## src/rtl/lock_key_scheduler.sv

```systemverilog
// Key sequencer for a time-varying-key locked FSM: stores NUM_KEYS keys and
// streams one per WINDOW-cycle phase, kept aligned with the locked FSM counter.
module lock_key_scheduler #(
  parameter int KEY_W    = 11,
  parameter int NUM_KEYS = 3,
  parameter int WINDOW   = 6,
  parameter int IDX_W    = 2,
  parameter int CNT_W    = 5
) (
  input  logic             clk,
  input  logic             rst,
  input  logic             load_valid,
  output logic             load_ready,
  input  logic [IDX_W-1:0] load_idx,
  input  logic [KEY_W-1:0] load_data,
  input  logic             zeroize,
  input  logic             enable,
  input  logic             sync,
  output logic [KEY_W-1:0] key_out,
  output logic [IDX_W-1:0] key_idx,
  output logic [CNT_W-1:0] phase_cnt,
  output logic             window_start,
  output logic             armed,
  output logic             running,
  output logic             err
);

  localparam int PERIOD = NUM_KEYS * WINDOW;

  typedef enum logic [1:0] {S_IDLE, S_ARMED, S_RUN} state_t;

  state_t                    state_q, state_d;
  logic [NUM_KEYS-1:0]       mask_q, mask_d;
  logic [CNT_W-1:0]          phase_q, phase_d;
  logic                      err_q, err_d;
  logic                      wr_en;
  logic                      idx_ok;
  logic [NUM_KEYS*KEY_W-1:0] slot_flat;

  // Load datapath: zeroize wipes everything, otherwise accepted writes land
  // in the addressed slot or flag an out-of-range index.
  always_comb begin
    idx_ok = (32'(load_idx) < NUM_KEYS);
    wr_en  = load_valid && load_ready && !zeroize && idx_ok;
    mask_d = mask_q;
    err_d  = err_q;
    if (zeroize) begin
      mask_d = '0;
      err_d  = 1'b0;
    end else if (load_valid && load_ready) begin
      if (!idx_ok) err_d = 1'b1;
      for (int i = 0; i < NUM_KEYS; i++) begin
        if (wr_en && load_idx == IDX_W'(i)) mask_d[i] = 1'b1;
      end
    end
  end

  for (genvar gi = 0; gi < NUM_KEYS; gi++) begin : g_slot
    logic [KEY_W-1:0] slot_q, slot_d;

    always_comb begin
      slot_d = slot_q;
      if (zeroize) slot_d = '0;
      else if (wr_en && load_idx == IDX_W'(gi)) slot_d = load_data;
    end

    always_ff @(posedge clk) begin
      if (rst) slot_q <= '0;
      else     slot_q <= slot_d;
    end

    assign slot_flat[gi*KEY_W +: KEY_W] = slot_q;
  end

  // Next state and phase; sync outranks enable so a realign never drops RUN.
  always_comb begin
    state_d = state_q;
    phase_d = phase_q;
    if (zeroize) begin
      state_d = S_IDLE;
      phase_d = '0;
    end else begin
      case (state_q)
        S_IDLE: begin
          if (&mask_d) state_d = S_ARMED;
        end
        S_ARMED: begin
          if (enable) begin
            state_d = S_RUN;
            phase_d = '0;
          end
        end
        S_RUN: begin
          if (sync) begin
            phase_d = '0;
          end else if (!enable) begin
            state_d = S_ARMED;
            phase_d = '0;
          end else if (phase_q == CNT_W'(PERIOD - 1)) begin
            phase_d = '0;
          end else begin
            phase_d = phase_q + 1'b1;
          end
        end
        default: begin
          state_d = S_IDLE;
          phase_d = '0;
        end
      endcase
    end
  end

  always_ff @(posedge clk) begin
    if (rst) begin
      state_q <= S_IDLE;
      mask_q  <= '0;
      phase_q <= '0;
      err_q   <= 1'b0;
    end else begin
      state_q <= state_d;
      mask_q  <= mask_d;
      phase_q <= phase_d;
      err_q   <= err_d;
    end
  end

  // Outputs depend on registered state only; slot select by threshold compare.
  always_comb begin
    load_ready   = (state_q != S_RUN);
    running      = (state_q == S_RUN);
    armed        = &mask_q;
    err          = err_q;
    phase_cnt    = phase_q;
    key_idx      = '0;
    window_start = 1'b0;
    key_out      = '0;
    for (int i = 0; i < NUM_KEYS; i++) begin
      if (phase_q >= CNT_W'(i * WINDOW)) key_idx = IDX_W'(i);
      if (phase_q == CNT_W'(i * WINDOW)) window_start = running;
    end
    for (int i = 0; i < NUM_KEYS; i++) begin
      if (running && key_idx == IDX_W'(i)) key_out = slot_flat[i*KEY_W +: KEY_W];
    end
  end

endmodule

```

## config.mk

```make
export PLATFORM = sky130hd
export DESIGN_NAME = lock_key_scheduler
export DESIGN_NICKNAME = d
export VERILOG_FILES = /design/src/rtl/lock_key_scheduler.sv
export SDC_FILE = /design/constraint.sdc
export NUM_CORES = 1
export LEC_CHECK = 0
export BUFFER_PORTS_ARGS = -buffer_cell sky130_fd_sc_hd__buf_2
export CORE_MARGIN = 3
export CORE_UTILIZATION = 62
export CTS_BUF_LIST = sky130_fd_sc_hd__clkbuf_8
export CTS_CLUSTER_SIZE = 12
export DETAILED_ROUTE_END_ITERATION = 6
export GPL_TIMING_DRIVEN = 0
export PLACE_DENSITY = 0.91
export SLEW_MARGIN = 20
export SYNTH_ARGS = -nofsm -noshare
export SYNTH_HDL_FRONTEND = slang
export SYNTH_SLANG_ARGS = --single-unit
```

## constraint.sdc

```tcl
create_clock -name clk -period 3.72 [get_ports clk]
set_input_delay 0.372 -clock clk [delete_from_list [all_inputs] [get_ports clk]]
set_output_delay 0.372 -clock clk [all_outputs]
set_load 0.01 [all_outputs]
```

# Word level (Yosys, flattened, before mapping)
# Cells that the tools add are included.
dict set report word_totals {
  word_cells 70
  in_bits 19
  register_bits 44
}
dict set report classes {
  reduce_logical 20
  mux 23
  add_sub_neg 1
  eq_ne 14
  order_cmp 3
  bitwise_logic 2
}
# cell count
set ops {}
lappend ops {{11-bit 2-to-1 mux} 3}
lappend ops {{5-bit 2-to-1 mux} 4}
lappend ops {{5-bit case mux with 3 select lines} 1}
lappend ops {{2-bit 2-to-1 mux} 5}
lappend ops {{2-bit != test (second input constant)} 5}
lappend ops {{1-bit logical AND} 9}
lappend ops {{1-bit 2-to-1 mux} 7}
lappend ops {{2-bit by 1-bit == test with 1-bit output (second input constant)} 3}
lappend ops {{2-bit == test (second input constant)} 3}
lappend ops {{2-bit logical NOT} 3}
lappend ops {{3-bit 2-to-1 mux} 2}
lappend ops {{2-bit case mux with 3 select lines} 1}
lappend ops {{3-bit AND reduction} 2}
lappend ops {{5-bit by 1-bit adder with 5-bit output (second input constant)} 1}
lappend ops {{5-bit by 3-bit == test with 1-bit output (second input constant)} 1}
lappend ops {{5-bit by 4-bit == test with 1-bit output (second input constant)} 1}
lappend ops {{5-bit == test (second input constant)} 1}
lappend ops {{5-bit by 3-bit >= comparator with 1-bit output (second input constant)} 1}
lappend ops {{5-bit by 4-bit >= comparator with 1-bit output (second input constant)} 1}
lappend ops {{5-bit logical NOT} 1}
lappend ops {{2-bit AND reduction} 2}
lappend ops {{4-bit AND reduction} 1}
lappend ops {{2-bit less-than comparator (second input constant)} 1}
lappend ops {{1-bit NOT} 2}
lappend ops {{other kinds (2)} 2}

# Logic depth before layout (Yosys ltp)
dict set report logic_depth {
  word_depth 11
  mapped_depth 6
  ltp_nobuf 5
}

# Worst setup path after synthesis
# Ideal clock, no wire load.
dict set report synth_path {
  path_type {flip-flop to output port}
  from {reg phase_q[0], in the netlist phase_cnt[0]}
  to {out key_out[7]}
  path_buffers 1
  path_stages_with_launch 7
  setup_slack_ps 1674
  arrival_ps 1674
  cell_sequence {dfxtp_1 inv_1 ha_1 o21ai_0 clkbuf_1 nand3_1 a31oi_1}
}
dict set report synth_between {
  elab_chain_cells 8
}
# element line
set synth_lines {}
lappend synth_lines {{start: declaration} 34} ;# logic [CNT_W-1:0] phase_q, phase_d;
lappend synth_lines {{start signal: assignment} 122} ;# phase_q <= phase_d;
lappend synth_lines {{5-bit by 3-bit >= comparator with 1-bit output} 138} ;# if (phase_q >= CNT_W'(i * WINDOW)) key_idx = IDX_W'(i);
lappend synth_lines {{1-bit 2-to-1 mux} 138}
lappend synth_lines {{2-bit 2-to-1 mux *} 138}
lappend synth_lines {{2-bit logical NOT} 142} ;# if (running && key_idx == IDX_W'(i)) key_out = slot_flat[i*KEY_W +: KEY_W];
lappend synth_lines {{1-bit logical AND} 142}
lappend synth_lines {{11-bit 2-to-1 mux (2 in a row)} 142}
lappend synth_lines {{11-bit 2-to-1 mux *} 142}
lappend synth_lines {{end: declaration} 19} ;# output logic [KEY_W-1:0] key_out,
# Every way passes the cells marked *; elsewhere a longest branch is shown, timed or not.

# Worst setup path in the final report
dict set report layout_path {
  from {reg phase_q[0], in the netlist phase_cnt[0]}
  to {out key_out[9]}
}
# The elaborated chain is that of the path after synthesis.

==> out/metrics.csv <==
metric,value,unit
status,completed,
routed len/inst,18.27,um
Synth Instances,293,
synthesis-stage register bit count,44,
H-tree depth,2,
mux contribution to synthesized area,0.4296,%
die height,67.30,um
Worst-path clk slew,80,ps
Crit Path Category,register to output pin,
worst hold endpoint,g_slot[1].slot_q[10],
total nets after synthesis,316,
DRC viols,0,
initial detailed-routing violation count,287,
Routed WL,7087,um
total of max-cap violations,0,
R2R Path End,g_slot[2].slot_q[6],
largest area contributor in the netlist,dfxtp_1,
First-pass DRT Iterations,5,
most common library cells after synthesis,"44 x dfxtp_1, 36 x a21oi_1, 35 x o31ai_1",
Buffers on Ports,41,
hold depth,3,
Syn Area/Cell,7.951,um^2
worst slew pin tran,521.7,ps
most common cell in the netlist,dfxtp_1,
Async SR Flop Fraction,0,%
Post-CTS Setup Bufs,0,
CP Data Arrival Time,2310,ps
Leak Pwr,0.9278,nW
Max Slew Vio Count,0,
Fmax achieved,0.3724,GHz
worst slack at placement,1407,ps
hpwl dp,5126,um
clk_lat worst skew,300,ps
Mapped Area,2330,um^2
PD cells,346.7,nW/um^2
die area,4529,um^2
pin count of the biggest net entering global routing,15,
largest family of logic cells by synthesized area,compound AO/OA/AOI/OAI gates,
Worst Setup Start Kind,register,
Post-Synth Adder-Cell Area,2.148,%
final cycle utilization of the critical path,72.18,%
Peak VDD IR,0.3169,mV
CTS tree,built,
# hold bufs at CTS,0,
Hold Startpoint,load_data[10],
r2r startpoint,state_q[0],
All-Layer GR Usage,34.14,%
Reg2Reg Depth,5,
Inserted Clock Buffers,5,
met3 Track Usage GR,8.985,%
via/cell ratio,6.802,
setup ws final,1035,ps
post-synth top area share,37.81,%
Nets,364,
GR peak layer,met2,
"EDFF count, synth",0,
Final Hold Vio Count,0,
Sink Count,44,
Critical Path Sink Type,output pin,
Ys Warns,0,
xor/xnor share of the synthesized area,0.3759,%
Core Box Area,3468,um^2
Max Buffers Root-to-Sink,2,
R2R Setup Slk,2040,ps
Diodes inserted,0,
Final setup viols,0,
Storage cell area,880.8,um^2
clock period minus worst slack,2685,ps
Critical Path RT,3350,ps
Synth Flop Type,dfxtp_1,
Clock Tree Root,clkbuf_8,
RSZ-0062 raised after global routing,false,
simple-gate share of the synthesized area,19.82,%
post-cts resize count,0,
"Seq/Total Area, Yosys",37.81,%
top post-synthesis cells by area,"dfxtp_1 38%, o31ai_1 11%, nand4_1 8.9%, a21oi_1 7.7%, o21ai_0 6.0%",
multi-input logic area,1281,um^2
area delta synth->final,16.49,%
Routability Congestion,0.9317,
Slew Limit Headroom,65.22,%
row cnt,21,
initial antenna violation count,0,
CP Max Fanout,10,
GRT overflow,0,
Hold Crit Class,primary input to register,
Synth Area in Compound Gates,32.22,%
M2 GR Usage,53.25,%
vias in the first global route,2419,
Netlist cell types,35,
layout cells sized above 1,19.01,%
setup TNS,0,ps
ANT nets after route,0,
Starting Density,67.17,%
Die Width,67.30,um
final clock skew,4.676,ps
vias,2639,
GR Util met1,45.97,%
FILL cells,286,
I/O pin count,42,
first-pass GRT wire length,11640,um
layer usage:
metal  wire length (um)  vias to the layer above  part of all wire, %
met5                  0                        -                    0
met4                116                        0                  1.6
met3                798                       17                   11
met2               3247                      178                   46
met1               2924                     1220                   41
li1                   -                     1224                    -
area by class of cell:
cell class / instances / share of cell area (%)
clock inverters: 2 / 1.429
plain buffers: 34 / 5.210
well taps: 46 / 2.121
inverters: 7 / 0.9682
multi-input cells: 208 / 47.21
repair buffers: 41 / 7.561
clock buffers: 6 / 3.043
flip-flops and latches: 44 / 32.46
critical path: stages, from the launching register on:
cell,delay [ps]
dfxtp_1,430
inv_1,120
ha_1,240
o21ai_0,280
clkbuf_1,410
nand3_1,150
a31oi_1,210
buf_2,160
cell usage in the layout, fill, tap and decap left out, types with 2 or more instances in the layout:
cell type / n
or4_1: 2
dfxtp_1: 44
a211oi_1: 4
nand2b_1: 4
buf_2: 51
nand3_1: 11
or2_2: 2
inv_1: 6
nand2_1: 4
a31oi_1: 14
clkbuf_1: 23
nor3b_1: 2
o31ai_1: 35
o21ai_0: 28
clkbuf_8: 6
ha_1: 4
nor2b_1: 5
nor2_1: 7
nor3_1: 4
nand4_1: 33
a21oi_1: 36
logic make-up (layout without fill, tap and decap cells):
kind of cell / count (synthesis) / count (layout)
fa+ha+maj: 4 / 4
mux: 1 / 1
simple gates: 79 / 79
buf+inv: 41 / 90
compound gates: 123 / 123
xor+xnor: 1 / 1
flops: 44 / 44
worst max-delay path by stage:
stage	startpoint	cells past startpoint	slack [ps]	end
global placement	phase_cnt[0]	7	1440	key_out[2]
global route	phase_cnt[0]	7	840	key_out[8]
CTS	phase_cnt[0]	7	1070	key_out[9]
finish	phase_cnt[0]	7	1030	key_out[9]
floorplan	phase_cnt[0]	6	1670	key_out[7]
detailed placement	phase_cnt[0]	7	1410	key_out[9]
registers in the layout, indices dropped and copies added (netlist names):
signal and flops:
g_slot.slot_q 33, phase_cnt 5, err 1, mask_q 3, state_q 2
per-stage QoR:
stage / instances / cell area [um^2] / util (%) / total power, mW / hold slack, ps
2_1_floorplan: 293 / 2330 / - / 0.5253 / 439.8
3_3_place_gp: 380 / 2592 / 74.75 / 0.5560 / 452.7
3_5_place_dp: 380 / 2592 / 74.75 / 0.5573 / 457.8
4_1_cts: 388 / 2714 / 78.25 / 0.9359 / 341.5
5_1_grt: 388 / 2714 / 78.25 / 0.9658 / 343.9
6_report: 388 / 2714 / 78.25 / 0.9409 / 347.1
report_power, final:
group          internal [mW]  switching, mW  total (mW)
registers              0.474        0.00235       0.476
logic                 0.0205         0.0528      0.0733
clock network          0.220          0.171       0.391
total                  0.714          0.227       0.941
Note: power is estimated with default switching activity, not from simulation.
